===== src/rtl/ps2_mouse_ctrl.sv =====
// PS/2 mouse sequencer: resets the mouse, enables streaming, then assembles
// 3-byte movement packets into X/Y deltas, buttons and overflow flags.
module ps2_mouse_ctrl #(
    parameter int TIMEOUT   = 25_000_000,
    parameter int MAX_RETRY = 3
) (
    input  logic       clk,
    input  logic       reset,
    input  logic [7:0] rx_data,
    input  logic       rx_done_tick,
    input  logic       tx_idle,
    input  logic       tx_done_tick,
    output logic [7:0] tx_data,
    output logic       wr_ps2,
    output logic [8:0] xm,
    output logic [8:0] ym,
    output logic [2:0] btnm,
    output logic [1:0] ovf,
    output logic       m_done_tick,
    output logic       init_done,
    output logic       init_err
);
    localparam int TW = (TIMEOUT > 2) ? $clog2(TIMEOUT) : 2;
    localparam int RW = $clog2(MAX_RETRY + 1);

    typedef enum logic [3:0] {
        S_SEND_RST, S_WAIT_RST_TX, S_WAIT_ACK1, S_WAIT_BAT, S_WAIT_ID,
        S_SEND_EN, S_WAIT_EN_TX, S_WAIT_ACK2, S_PKT1, S_PKT2, S_PKT3,
        S_DONE, S_FAIL
    } state_t;

    state_t        state_q, state_d;
    logic [TW-1:0] tmo_q, tmo_d;
    logic [RW-1:0] retry_q, retry_d;
    logic [7:0]    b1_q, b1_d, b2_q, b2_d;
    logic [7:0]    tx_data_q, tx_data_d;
    logic          wr_q, wr_d;
    logic [8:0]    xm_q, xm_d, ym_q, ym_d;
    logic [2:0]    btn_q, btn_d;
    logic [1:0]    ovf_q, ovf_d;
    logic          done_q, done_d, err_q, err_d;
    logic          expired, waiting, init_fail;

    always_ff @(posedge clk or posedge reset) begin
        if (reset) begin
            state_q   <= S_SEND_RST;
            tmo_q     <= '0;
            retry_q   <= '0;
            b1_q      <= '0;
            b2_q      <= '0;
            tx_data_q <= '0;
            wr_q      <= 1'b0;
            xm_q      <= '0;
            ym_q      <= '0;
            btn_q     <= '0;
            ovf_q     <= '0;
            done_q    <= 1'b0;
            err_q     <= 1'b0;
        end else begin
            state_q   <= state_d;
            tmo_q     <= tmo_d;
            retry_q   <= retry_d;
            b1_q      <= b1_d;
            b2_q      <= b2_d;
            tx_data_q <= tx_data_d;
            wr_q      <= wr_d;
            xm_q      <= xm_d;
            ym_q      <= ym_d;
            btn_q     <= btn_d;
            ovf_q     <= ovf_d;
            done_q    <= done_d;
            err_q     <= err_d;
        end
    end

    assign expired = (tmo_q == TW'(TIMEOUT - 1));
    assign waiting = state_q inside {S_WAIT_RST_TX, S_WAIT_ACK1, S_WAIT_BAT, S_WAIT_ID,
                                     S_WAIT_EN_TX, S_WAIT_ACK2, S_PKT2, S_PKT3};

    always_comb begin
        state_d   = state_q;
        retry_d   = retry_q;
        b1_d      = b1_q;
        b2_d      = b2_q;
        tx_data_d = tx_data_q;
        wr_d      = 1'b0;
        xm_d      = xm_q;
        ym_d      = ym_q;
        btn_d     = btn_q;
        ovf_d     = ovf_q;
        done_d    = done_q;
        err_d     = err_q;
        init_fail = 1'b0;

        unique case (state_q)
            S_SEND_RST: if (tx_idle) begin
                tx_data_d = 8'hFF;
                wr_d      = 1'b1;
                state_d   = S_WAIT_RST_TX;
            end
            S_WAIT_RST_TX: begin
                if (tx_done_tick) state_d = S_WAIT_ACK1;
                else if (expired) init_fail = 1'b1;
            end
            S_WAIT_ACK1: begin
                if (rx_done_tick) begin
                    if (rx_data == 8'hFA) state_d = S_WAIT_BAT;
                    else init_fail = 1'b1;
                end else if (expired) init_fail = 1'b1;
            end
            S_WAIT_BAT: begin
                if (rx_done_tick) begin
                    if (rx_data == 8'hAA) state_d = S_WAIT_ID;
                    else init_fail = 1'b1;
                end else if (expired) init_fail = 1'b1;
            end
            S_WAIT_ID: begin
                if (rx_done_tick) begin
                    if (rx_data == 8'h00) state_d = S_SEND_EN;
                    else init_fail = 1'b1;
                end else if (expired) init_fail = 1'b1;
            end
            S_SEND_EN: if (tx_idle) begin
                tx_data_d = 8'hF4;
                wr_d      = 1'b1;
                state_d   = S_WAIT_EN_TX;
            end
            S_WAIT_EN_TX: begin
                if (tx_done_tick) state_d = S_WAIT_ACK2;
                else if (expired) init_fail = 1'b1;
            end
            S_WAIT_ACK2: begin
                if (rx_done_tick) begin
                    if (rx_data == 8'hFA) begin
                        state_d = S_PKT1;
                        done_d  = 1'b1;
                    end else init_fail = 1'b1;
                end else if (expired) init_fail = 1'b1;
            end
            // Bytes without the always-one bit 3 cannot start a packet: drop to resync.
            S_PKT1: if (rx_done_tick && rx_data[3]) begin
                b1_d    = rx_data;
                state_d = S_PKT2;
            end
            S_PKT2: begin
                if (rx_done_tick) begin
                    b2_d    = rx_data;
                    state_d = S_PKT3;
                end else if (expired) state_d = S_PKT1;
            end
            // Outputs load on the edge into DONE so they are valid alongside m_done_tick.
            S_PKT3: begin
                if (rx_done_tick) begin
                    xm_d    = {b1_q[4], b2_q};
                    ym_d    = {b1_q[5], rx_data};
                    btn_d   = b1_q[2:0];
                    ovf_d   = b1_q[7:6];
                    state_d = S_DONE;
                end else if (expired) state_d = S_PKT1;
            end
            S_DONE:  state_d = S_PKT1;
            S_FAIL:  state_d = S_FAIL;
            default: state_d = S_SEND_RST;
        endcase

        if (init_fail) begin
            retry_d = retry_q + RW'(1);
            if (retry_d < RW'(MAX_RETRY)) begin
                state_d = S_SEND_RST;
            end else begin
                state_d = S_FAIL;
                err_d   = 1'b1;
                done_d  = 1'b0;
            end
        end
    end

    assign tmo_d = (state_d != state_q || !waiting) ? '0 : tmo_q + TW'(1);

    assign tx_data     = tx_data_q;
    assign wr_ps2      = wr_q;
    assign xm          = xm_q;
    assign ym          = ym_q;
    assign btnm        = btn_q;
    assign ovf         = ovf_q;
    assign m_done_tick = (state_q == S_DONE);
    assign init_done   = done_q;
    assign init_err    = err_q;
endmodule


===== config.mk =====
export PLATFORM = sky130hd
export DESIGN_NAME = ps2_mouse_ctrl
export DESIGN_NICKNAME = d
export VERILOG_FILES = /design/src/rtl/ps2_mouse_ctrl.sv
export SDC_FILE = /design/constraint.sdc
export NUM_CORES = 1
export LEC_CHECK = 0
export ABC_AREA = 1
export BUFFER_PORTS_ARGS = -buffer_cell sky130_fd_sc_hd__clkbuf_2
export CORE_ASPECT_RATIO = 1.4
export CORE_MARGIN = 2
export CORE_UTILIZATION = 29
export DETAILED_ROUTE_END_ITERATION = 10
export PLACE_DENSITY_LB_ADDON = 0.08
export SLEW_MARGIN = 30
export SYNTH_ARGS = -nofsm -noshare
export SYNTH_HDL_FRONTEND = slang
export SYNTH_SLANG_ARGS = --single-unit

===== constraint.sdc =====
create_clock -name clk -period 2.45 [get_ports clk]
set_clock_uncertainty 0.05 [all_clocks]
set_input_delay 0.1225 -clock clk [delete_from_list [all_inputs] [get_ports clk]]
set_output_delay 0.1225 -clock clk [all_outputs]
set_load 0.005 [all_outputs]

==> qor.txt, run 1 <==
run status - finished, final reports clean
Final #Nets - 511
Crit. End Element - register
# Post-CTS Setup Buffers - 0
Post-Syn Instances - 446
die area - 0.0145 sq mm
Final Non-Filler Cells - 683
Die Y - 142 microns
Residual DRC - 0
# diodes - 0
H-tree levels - 3
met2 usage - 0.249
Slew HR - 0.607
TritonCTS clock tree - yes
worst vdd ir - 692 uV
max-cap violations - 0
Post-Syn Area - 0.00394 sq mm
FMAX - 0.452 GHz
syn avg cell area - 8.83 sq um
synthesis-to-finish area growth - 19.0%
drt total wl - 9270 microns
gr busiest metal - met2
Sum Neg Setup Slack - 0 ns
# clock sinks - 74
dpl hpwl - 7000 microns
CTS max path bufs - 2
CP cell instances - ha_1 -> nand3_2 -> inv_2 -> nand2_1 -> nor2_2 -> nand2_1 -> nand2_2 -> nand2_1 -> nand2_2 -> nand2_1 -> nand3_2 -> nand3_4 -> buf_12 -> nor3_1
antenna violations before repair - 0
row cnt - 50
root buffer cell - clkbuf_16
CORE AREA - 0.0133 sq mm
Buf/Inv on CP - 2
LEAKAGE - 2.18 nW
gpl congestion - 0.835
synthesized net count - 461
vias in the first global route - 3128
pin count of the biggest net entering global routing - 34
flops & latches, synth - 74
Die Width - 102 microns
Final Max Slew Viols - 0
Clk pin slew, worst setup/hold paths - 0.06 ns
crit path launch type - register
Placed Cells - 666
CTS buffer count - 9
share of cells above drive strength 1 - 0.283
final setup fails - 0
IO Port Bufs - 47
Power per Cell Area - 1080 mW/mm^2
minimum clock period - 2.21 ns
post-synth cell types - 32
vias - 3018
DR vias/cell - 4.42
Ys Warns - 0
grt ovf - 0
Starting Density - 0.296
first-pass GRT wire length - 15500 microns
worst r2r path cells - 14
stages on the worst setup path - 14
grt met3 use - 0.0286
Hold Vio Cnt, Final - 0
RSZ-0062 raised after global routing - false
1st-iter DRT viols - 105
first drt pass iteration count - 4
top-level I/O count - 48
slowest CP cell - dfrtp_1
crit path kind - register to register
Worst Tran Pin Value - 0.588 ns
CP max FO - 25
fin crit share - 0.903
Hold Crit Class - primary input to register
Global Route Usage Sum - 0.139
crit path DAT - 2.42 ns
Most Frequent Cell on Critical Path - nand2_1
met1 Usage GRT - 0.156
Data required, critical path - 2.65 ns
post-route ant nets - 0
sequential share of the synthesized area - 0.470
DR WL/cell - 13.6 microns
clk_lat worst skew - 0.34 ns
number of cells on the worst hold path - 3
CP delay by family, top - simple AND/OR/NAND/NOR gates
Final Core Density - 0.352
fillers - 1436
max incr delay on CP - 0.45 ns
-- final cells by class --
| cell class | instances | area, sq um | area share |
|---|---|---|---|
| flip-flops and latches | 74 | 1850 | 0.395 |
| multi-input cells | 305 | 1790 | 0.381 |
| repair buffers | 54 | 315 | 0.0673 |
| well taps | 182 | 228 | 0.0486 |
| clock buffers | 9 | 225 | 0.0481 |
| inverters | 52 | 196 | 0.0419 |
| clock inverters | 7 | 82.6 | 0.0176 |
-- synth_stat cells --
cell / number / area share
nor3_2: 23 / 0.058
nor2_1: 39 / 0.037
o211ai_1: 1 / 0.0019
nand3_4: 2 / 0.0089
dfrtp_1: 74 / 0.47
clkinv_1: 1 / 0.00095
o21a_1: 1 / 0.0019
xnor2_1: 4 / 0.0089
a21oi_4: 1 / 0.0041
o21ai_2: 1 / 0.0022
ha_1: 2 / 0.0064
inv_2: 7 / 0.0067
buf_1: 1 / 0.00095
nand3_1: 27 / 0.034
a21oi_1: 2 / 0.0025
nand4_1: 7 / 0.011
nand2_1: 96 / 0.091
nor3_1: 12 / 0.015
nand3b_1: 1 / 0.0019
o21ai_1: 1 / 0.0013
nor4_1: 4 / 0.0064
mux2_2: 15 / 0.043
nand3_2: 6 / 0.015
buf_6: 4 / 0.011
buf_4: 6 / 0.011
nor2_2: 7 / 0.011
clkbuf_1: 4 / 0.0038
nand2_2: 7 / 0.011
o21ai_0: 24 / 0.030
xor2_1: 20 / 0.044
or2_2: 2 / 0.0032
inv_1: 44 / 0.042
-- registers in the layout, summed over array words and instances, names as in the netlist, 3 cells and up --
name     cells
tmo_q       25
xm           9
ym           9
b2_q         8
b1_q         7
state_q      4
btnm         3
-- cells by family (layout without fill, tap and decap cells) --
kind of cell    count (synthesis)  after routing  synth area share
compound gates                 31             31            0.0445
mux                            15             15            0.0429
fa+ha+maj                       2              2           0.00635
xor+xnor                       24             24            0.0534
buf+inv                        67            122            0.0772
flops                          74             74             0.470
simple gates                  233            233             0.306
-- per-layer routing --
metal	part of all wire	up-vias	routed length, microns
met1	0.41	1408	3820
met2	0.53	47	4940
met4	0.019	0	180
met5	0	-	0
met3	0.035	18	329
li1	-	1545	-
-- timing repair --
item                       in CTS  in global routing
gates resized for setup         0                  1
hold buffers                    1                  0
hold endpoints to repair       31                  0
setup endpoints to repair       0                 15
-- metrics by stage --
step	hold slack (ns)	setup WS [ns]	power, mW	instance area [sq um]
2_1_floorplan	0.231	0.396	3.18	3940
3_3_place_gp	0.144	0.216	3.75	4360
3_5_place_dp	0.148	0.153	3.76	4360
4_1_cts	0.0272	0.150	5.17	4680
5_1_grt	0.0437	0.00281	5.46	4690
6_report	0.0356	0.238	5.07	4690
-- path summary, 6_finish.rpt --
| path | to | startpoint | slack [ns] |
|---|---|---|---|
| setup / recovery | tmo_q[2]$_DFF_PP0_ | tmo_q[0]$_DFF_PP0_ | 0.24 |
| hold / removal | wr_ps2$_DFF_PP0_ | tx_idle | 0.04 |
| setup reg to reg | tmo_q[2]$_DFF_PP0_ | tmo_q[0]$_DFF_PP0_ | 0.24 |
| hold reg to reg | init_err$_DFFE_PP0P_ | init_err$_DFFE_PP0P_ | 0.41 |
| max in group asynchronous | btnm[2]$_DFFE_PP0P_ | reset | 1.32 |
| min in group asynchronous | btnm[1]$_DFFE_PP0P_ | reset | 0.30 |
-- placed cells by master, fill, tap and decap left out, types with 2 or more instances in the layout --
| master | n |
|---|---|
| clkbuf_16 | 9 |
| mux2_2 | 15 |
| nor2_2 | 7 |
| a21oi_1 | 2 |
| dfrtp_1 | 74 |
| buf_4 | 4 |
| xor2_1 | 20 |
| inv_1 | 43 |
| ha_1 | 2 |
| or2_2 | 2 |
| o21ai_0 | 24 |
| nand3_1 | 27 |
| nor3_2 | 24 |
| nand3_4 | 2 |
| nand2_1 | 96 |
| nor4_1 | 4 |
| buf_12 | 2 |
| clkbuf_2 | 47 |
| xnor2_1 | 4 |
| nand3_2 | 6 |
| nand4_1 | 7 |
| clkinvlp_4 | 2 |
| inv_6 | 3 |
| nor3_1 | 11 |
| nor2_1 | 39 |
| inv_2 | 7 |
| nand2_2 | 7 |
-- worst reg2reg max path: stages (launching register included) --
cell and delay [ns]:
dfrtp_1 0.45, ha_1 0.24, nand3_2 0.14, inv_2 0.08, nand2_1 0.05, nor2_2 0.12, nand2_1 0.07, nand2_2 0.09
nand2_1 0.09, nand2_2 0.09, nand2_1 0.12, nand3_2 0.12, nand3_4 0.08, buf_12 0.17, nor3_1 0.16
-- report_power, final --
| group | switching [mW] | internal, mW |
|---|---|---|
| clock | 0.580 | 0.807 |
| sequential | 0.198 | 1.56 |
| combinational | 1.21 | 0.712 |
| total | 1.99 | 3.08 |
Power figures use the tool's default switching activity.
==> run 2, diff against run 1 <==
==> constraint.sdc (replaced) <==
create_clock -name clk -period 2.45 [get_ports clk]
set_clock_uncertainty 0.05 [all_clocks]
set_input_delay 0.3675 -clock clk [delete_from_list [all_inputs] [get_ports clk]]
set_output_delay 0.3675 -clock clk [all_outputs]
set_load 0.005 [all_outputs]
==> qor.txt, run 2 (same netlist as run 1, synthesis figures left out) <==
Placement Cell Area - 0.00437 sq mm (+0.17%)
worst setup margin - 0.221 ns (-0.0172 ns)
commonest non-fill, non-tap cell in the layout - nand2_1
run status - finished, final reports clean
CTS max path bufs - 2 (unchanged)
Die Y - 142 microns (unchanged)
DR WL/cell - 14.3 microns (+5.5%)
drt total wl - 9830 microns (+6.0%)
minimum clock period - 2.23 ns (+0.0172 ns)
first drt pass iteration count - 6 (+2)
antenna violations before repair - 0 (unchanged)
max incr delay on CP - 0.45 ns (about the same)
gpl congestion - 0.851 (+1.9%)
slowest CP cell - dfrtp_1
CTS buffer count - 9 (unchanged)
TritonCTS clock tree - yes
CP delay by family, top - simple AND/OR/NAND/NOR gates
row cnt - 50 (unchanged)
fin crit share - 0.910 (+0.00702)
max FFs per register - 25 (unchanged)
Slew HR - 0.582 (-0.0250)
# hold bufs at CTS - 0 (-1)
vias - 3102 (+2.8%)
Hold Vio Cnt, Final - 0 (unchanged)
crit path launch type - register
Clk pin slew, worst setup/hold paths - 0.07 ns (about the same)
Sum Neg Setup Slack - 0 ns (unchanged)
Worst Tran Pin Value - 0.626 ns (+0.0375 ns)
CORE AREA - 0.0133 sq mm (unchanged)
Crit. End Element - register
FMAX - 0.449 GHz (-0.77%)
Placed Cells - 667 (+0.15%)
Starting Density - 0.296 (unchanged)
commonest non-fill, non-tap cells in the layout - nand2_1, dfrtp_1, clkbuf_2, inv_1, nor2_1
dpl hpwl - 7230 microns (+3.2%)
clk_lat worst skew - 0.34 ns (about the same)
Final Instance Area - 0.00475 sq mm (+1.4%)
Global Route Usage Sum - 0.143 (+0.00458)
Final Max Slew Viols - 0 (unchanged)
final setup fails - 0 (unchanged)
grt ovf - 0 (unchanged)
crit path kind - register to register
DR vias/cell - 4.52 (+2.3%)
worst vdd ir - 430 uV (-38%)
# diodes - 0 (unchanged)
top-level I/O count - 48 (unchanged)
DP Worst Slack - -0.00708 ns (-0.160 ns)
synthesis-to-finish area growth - 20.7%
Final Core Density - 0.357 (+0.00507)
pin count of the biggest net entering global routing - 34 (unchanged)
die area - 0.0145 sq mm (unchanged)
first-pass GRT wire length - 16000 microns (+3.3%)
Final #Nets - 514 (+0.59%)
IO Port Bufs - 47 (unchanged)
CP max FO - 6 (-76%)
CP cell instances - ha_1 -> nand3_2 -> inv_2 -> nand2_1 -> nor2_2 -> nand3_1 -> nor3_1 -> nand3_1 -> xor2_1 -> nor3_1
root buffer cell - clkbuf_16
Data required, critical path - 2.66 ns (about the same)
Residual DRC - 0 (unchanged)
post-route ant nets - 0 (unchanged)
share of cells above drive strength 1 - 0.294 (+0.0102)
Buf/Inv on CP - 1 (-1)
Power per Cell Area - 1120 mW/mm^2 (+3.7%)
Hold Crit Class - primary input to async pin
1st-iter DRT viols - 150 (+43%)
H-tree levels - 3 (unchanged)
LEAKAGE - 2.22 nW (+1.7%)
vias in the first global route - 3167 (+1.2%)
max-cap violations - 0 (unchanged)
Final Non-Filler Cells - 686 (+0.44%)
# clock sinks - 74 (unchanged)
Biggest register - tmo_q
Die Width - 102 microns (unchanged)
crit path DAT - 2.44 ns (+0.02 ns)
==> run 2: final cells by class <==
class	instances	area [sq um]
timing repair buffer	56	353
clock inverter	6	73.8
clock buffer	10	239
tap	182	228
fill	1416	8570
multi-input combinational	306	1810
inverter	52	196
sequential	74	1850
==> run 2: timing repair <==
action                                  4_1_cts  5_1_grt
cloned                                        0        1
endpoints found under the hold margin         0        0
buffers inserted                              0        2
endpoints found under the setup margin        1       25
gates resized for setup                       1        3
pin swaps                                     1        2
==> run 2: power breakdown <==
part           switching (mW)  leakage [nW]  internal (mW)  total (mW)
clock                   0.561         0.154          0.829        1.39
combinational            1.33          1.07          0.837        2.17
sequential              0.206         0.990           1.56        1.77
total                    2.10          2.22           3.23        5.33
==> run 2: path summary, 6_finish.rpt <==
path / startpoint / depth (start not counted) / to / slack (ns)
worst min register to register: init_err$_DFFE_PP0P_ / 1 / init_err$_DFFE_PP0P_ / 0.42
max in group asynchronous: reset / 3 / tmo_q[0]$_DFF_PP0_ / 1.74
worst max-delay path: tmo_q[0]$_DFF_PP0_ / 10 / tmo_q[24]$_DFF_PP0_ / 0.22
min in group clk: tx_idle / 3 / wr_ps2$_DFF_PP0_ / 0.28
worst max register to register: tmo_q[0]$_DFF_PP0_ / 10 / tmo_q[24]$_DFF_PP0_ / 0.22
worst min-delay path: reset / 2 / btnm[1]$_DFFE_PP0P_ / 0.008
==> run 2: metal layers <==
metal,share of wire,GRT usage,vias to the layer above
met5,0,0,-
met4,0.023,0.0561,0
met3,0.033,0.0300,15
met2,0.51,0.253,56
met1,0.43,0.167,1489
li1,-,-,1542
==> run 2: per-stage QoR <==
step	hold WS (ns)	power, mW
floorplan	0.392	3.18
global placement	0.403	3.66
detailed placement	0.406	3.67
CTS	0.0345	5.10
global route	0.0623	5.73
finish	0.00780	5.33
==> run 3, diff against run 2 <==
Settings changed: ABC_AREA 1 to 0.
==> qor.txt, run 3 <==
ys async rst share - 1.00 (unchanged)
vias in the first global route - 3011 (-4.9%)
synth top area cells - dfrtp_1, mux2_2, xnor2_1, nor2_1, nand2_1
Hold Vio Cnt, Final - 0 (unchanged)
sequential share of the synthesized area - 0.499 (+0.0287)
# diodes - 0 (unchanged)
minimum clock period - 2.63 ns (+0.403 ns)
Final #Nets - 458 (-11%)
Slew HR - 0.632 (+0.0501)
CP delay by family, top - simple AND/OR/NAND/NOR gates
Worst Tran Pin Value - 0.551 ns (-0.0752 ns)
synthesis-to-finish area growth - 31.3%
Synth top area share - 0.499 (+0.0287)
Die Width - 99.6 microns (-2.8%)
RSZ-0062 raised after global routing - true
first drt pass iteration count - 4 (-2)
IO Port Bufs - 47 (unchanged)
CTS buffer count - 9 (unchanged)
count leader, synth - dfrtp_1
Placed Cells - 578 (-13%)
Post-Syn Instances - 345 (-23%)
Hold Crit Class - primary input to async pin
share of cells above drive strength 1 - 0.429 (+0.135)
die area - 0.0137 sq mm (-5.6%)
Residual DRC - 0 (unchanged)
dpl hpwl - 6420 microns (-11%)
Most Frequent Cell on Critical Path - buf_4
# hold bufs at CTS - 0 (unchanged)
CORE AREA - 0.0124 sq mm (-6.7%)
Buf/Inv on CP - 3 (+2)
EDFF count, synth - 0 (unchanged)
crit path kind - register to register
routed wl met3 - 238 microns (-27%)
synthesized net count - 360 (-22%)
flops & latches, synth - 74 (unchanged)
worst setup margin - -0.182 ns (-0.403 ns)
DR vias/cell - 4.77 (+5.5%)
R2R Path Start - state_q[2]$_DFF_PP0_
clk_lat worst skew - 0.34 ns (about the same)
Final Non-Filler Cells - 598 (-13%)
max incr delay on CP - 0.57 ns (+0.12 ns)
Sum Neg Setup Slack - -3.78 ns (-3.78 ns)
post-route ant nets - 0 (unchanged)
FMAX - 0.380 GHz (-15%)
1st-iter DRT viols - 72 (-52%)
Power per Cell Area - 1050 mW/mm^2 (-6.0%)
Post-Syn Area - 0.00371 sq mm (-5.7%)
syn avg cell area - 10.8 sq um (+22%)
slowest CP cell - or4_4
top cells by count, synth - dfrtp_1, mux2_2, nor2_1, nand2_1, xnor2_1
grt ovf - 0 (unchanged)
final setup fails - 25 (+25)
run status - finished with violations
Clk pin slew, worst setup/hold paths - 0.07 ns (about the same)
post-synth cell types - 53 (+66%)
commonest non-fill, non-tap cells in the layout - dfrtp_1, buf_4, clkbuf_2, mux2_2, nor2_1
Ys Warns - 0 (unchanged)
commonest non-fill, non-tap cell in the layout - dfrtp_1
failing checks - negative setup slack
root buffer cell - clkbuf_16
worst vdd ir - 326 uV (-24%)
gpl congestion - 0.818 (-3.9%)
row cnt - 48 (-4.0%)
top cell type by total area after synthesis - dfrtp_1
stages on the worst setup path - 10 (unchanged)
CTS max path bufs - 2 (unchanged)
top-level I/O count - 48 (unchanged)
Setup crit start - state_q[2]$_DFF_PP0_
Max Used Layer - met4
WL met1 - 4290 microns (+1.4%)
TritonCTS clock tree - yes
flop2flop setup slack - -0.18 ns (-0.40 ns)
first-pass GRT wire length - 15700 microns (-2.0%)
CP cell instances - buf_4 -> buf_6 -> or4b_2 -> nor3_1 -> a31oi_1 -> nor2_2 -> buf_4 -> or4_4 -> a211o_4 -> nor3b_2
pin count of the biggest net entering global routing - 40 (+18%)
DP Worst Slack - -0.450 ns (-0.443 ns)
Global Route Usage Sum - 0.148 (+0.00440)
Synth Flop Type - dfrtp_1
H-tree levels - 3 (unchanged)
# clock sinks - 74 (unchanged)
LEAKAGE - 2.14 nW (-3.3%)
vias - 2852 (-8.1%)
crit path launch type - register
max FFs per register - 25 (unchanged)
drt total wl - 9370 microns (-4.7%)
RR Endpoint - tmo_q[5]$_DFF_PP0_
crit path capture - tmo_q[5]$_DFF_PP0_
Die Y - 138 microns (-2.8%)
met2 wire len - 4700 microns (-6.8%)
crit path DAT - 2.84 ns (+0.40 ns)
max-cap violations - 0 (unchanged)
Final Core Density - 0.392 (+0.0353)
Hold WS - 0.00553 ns (-0.00227 ns)
Biggest register - tmo_q
CP max FO - 12 (+6)
Final Max Slew Viols - 0 (unchanged)
Starting Density - 0.299 (+0.00302)
worst r2r path cells - 10 (unchanged)
Crit. End Element - register
Data required, critical path - 2.66 ns (about the same)
fin crit share - 1.07 (+0.164)
antenna violations before repair - 0 (unchanged)
DR WL/cell - 15.7 microns (+9.4%)
[run 3: cell count changes in the layout (fill, tap and decap cells not counted), moves of 18 or more]
cell	before	now
inv_1	43	4
nor3_2	24	0
buf_4	5	55
mux2_2	15	40
nand2_1	95	30
o21ai_0	24	6
[run 3: power by group]
part | leakage [nW] | total [mW] | switching, mW | internal (mW)
clock | 0.149 | 1.37 | 0.564 | 0.807
combinational | 1.04 | 1.99 | 0.994 | 1.00
sequential | 0.951 | 1.77 | 0.190 | 1.58
[run 3: kinds of logic (layout without fill, tap and decap cells)]
kind of cell,Yosys count,in the layout,synth area share
adders and majority gates,2,2,0.00674
xor gates and xnor gates,26,26,0.0613
buffers and inverters,27,128,0.0502
muxes,40,40,0.121
DFF,74,74,0.499
AOI/OAI and AO/OA,32,34,0.0586
and+or+nand+nor,144,144,0.203
[run 3: how the worst min path moves through the flow]
stage	start	end	slack [ns]	cells past startpoint
floorplan	tmo_q[0]$_DFF_PP0_	tmo_q[0]$_DFF_PP0_	0.41	1
global placement	reset	ym[3]$_DFFE_PP0P_	0.38	2
detailed placement	reset	ym[3]$_DFFE_PP0P_	0.39	2
CTS	reset	ym[7]$_DFFE_PP0P_	0.02	2
global route	reset	b2_q[1]$_DFFE_PP0P_	0.04	2
finish	reset	b2_q[1]$_DFFE_PP0P_	0.006	2
[run 3: cell type report]
type / count / area, sq um
clock buffer: 9 / 225
clock inverter: 7 / 83.8
fill: 1249 / 7560
inverter: 5 / 18.8
multi-input combinational: 246 / 1780
sequential: 74 / 1850
tap: 150 / 188
timing repair buffer: 107 / 731
[run 3: per-layer routing]
layer  vias to the layer above  track usage
li1                       1410            -
met1                      1389        0.186
met2                        46        0.249
met3                         7       0.0323
met4                         0       0.0556
met5                         -            0
[run 3: what timing repair did]
action / 4_1_cts / 5_1_grt
gates resized for setup: 8 / 12
gates cloned: 2 / 0
endpoints found under the setup margin: 26 / 32
pin swaps: 8 / 3
setup buffers: 1 / 1
[run 3: worst register-to-register path, cell delays in order (launching register included)]
cell     delay, ns
dfrtp_1       0.40
buf_4         0.15
buf_6         0.15
or4b_2        0.22
nor3_1        0.05
a31oi_1       0.18
nor2_2        0.08
buf_4         0.14
or4_4         0.57
a211o_4       0.41
nor3b_2       0.16
[run 3: stage by stage]
stage / power [mW] / cell area, sq um
after floorplan: 2.90 / 3720
after global placement: 3.56 / 4440
after detailed placement: 3.57 / 4440
after CTS: 5.17 / 4830
after global routing: 5.49 / 4870
final: 5.14 / 4870
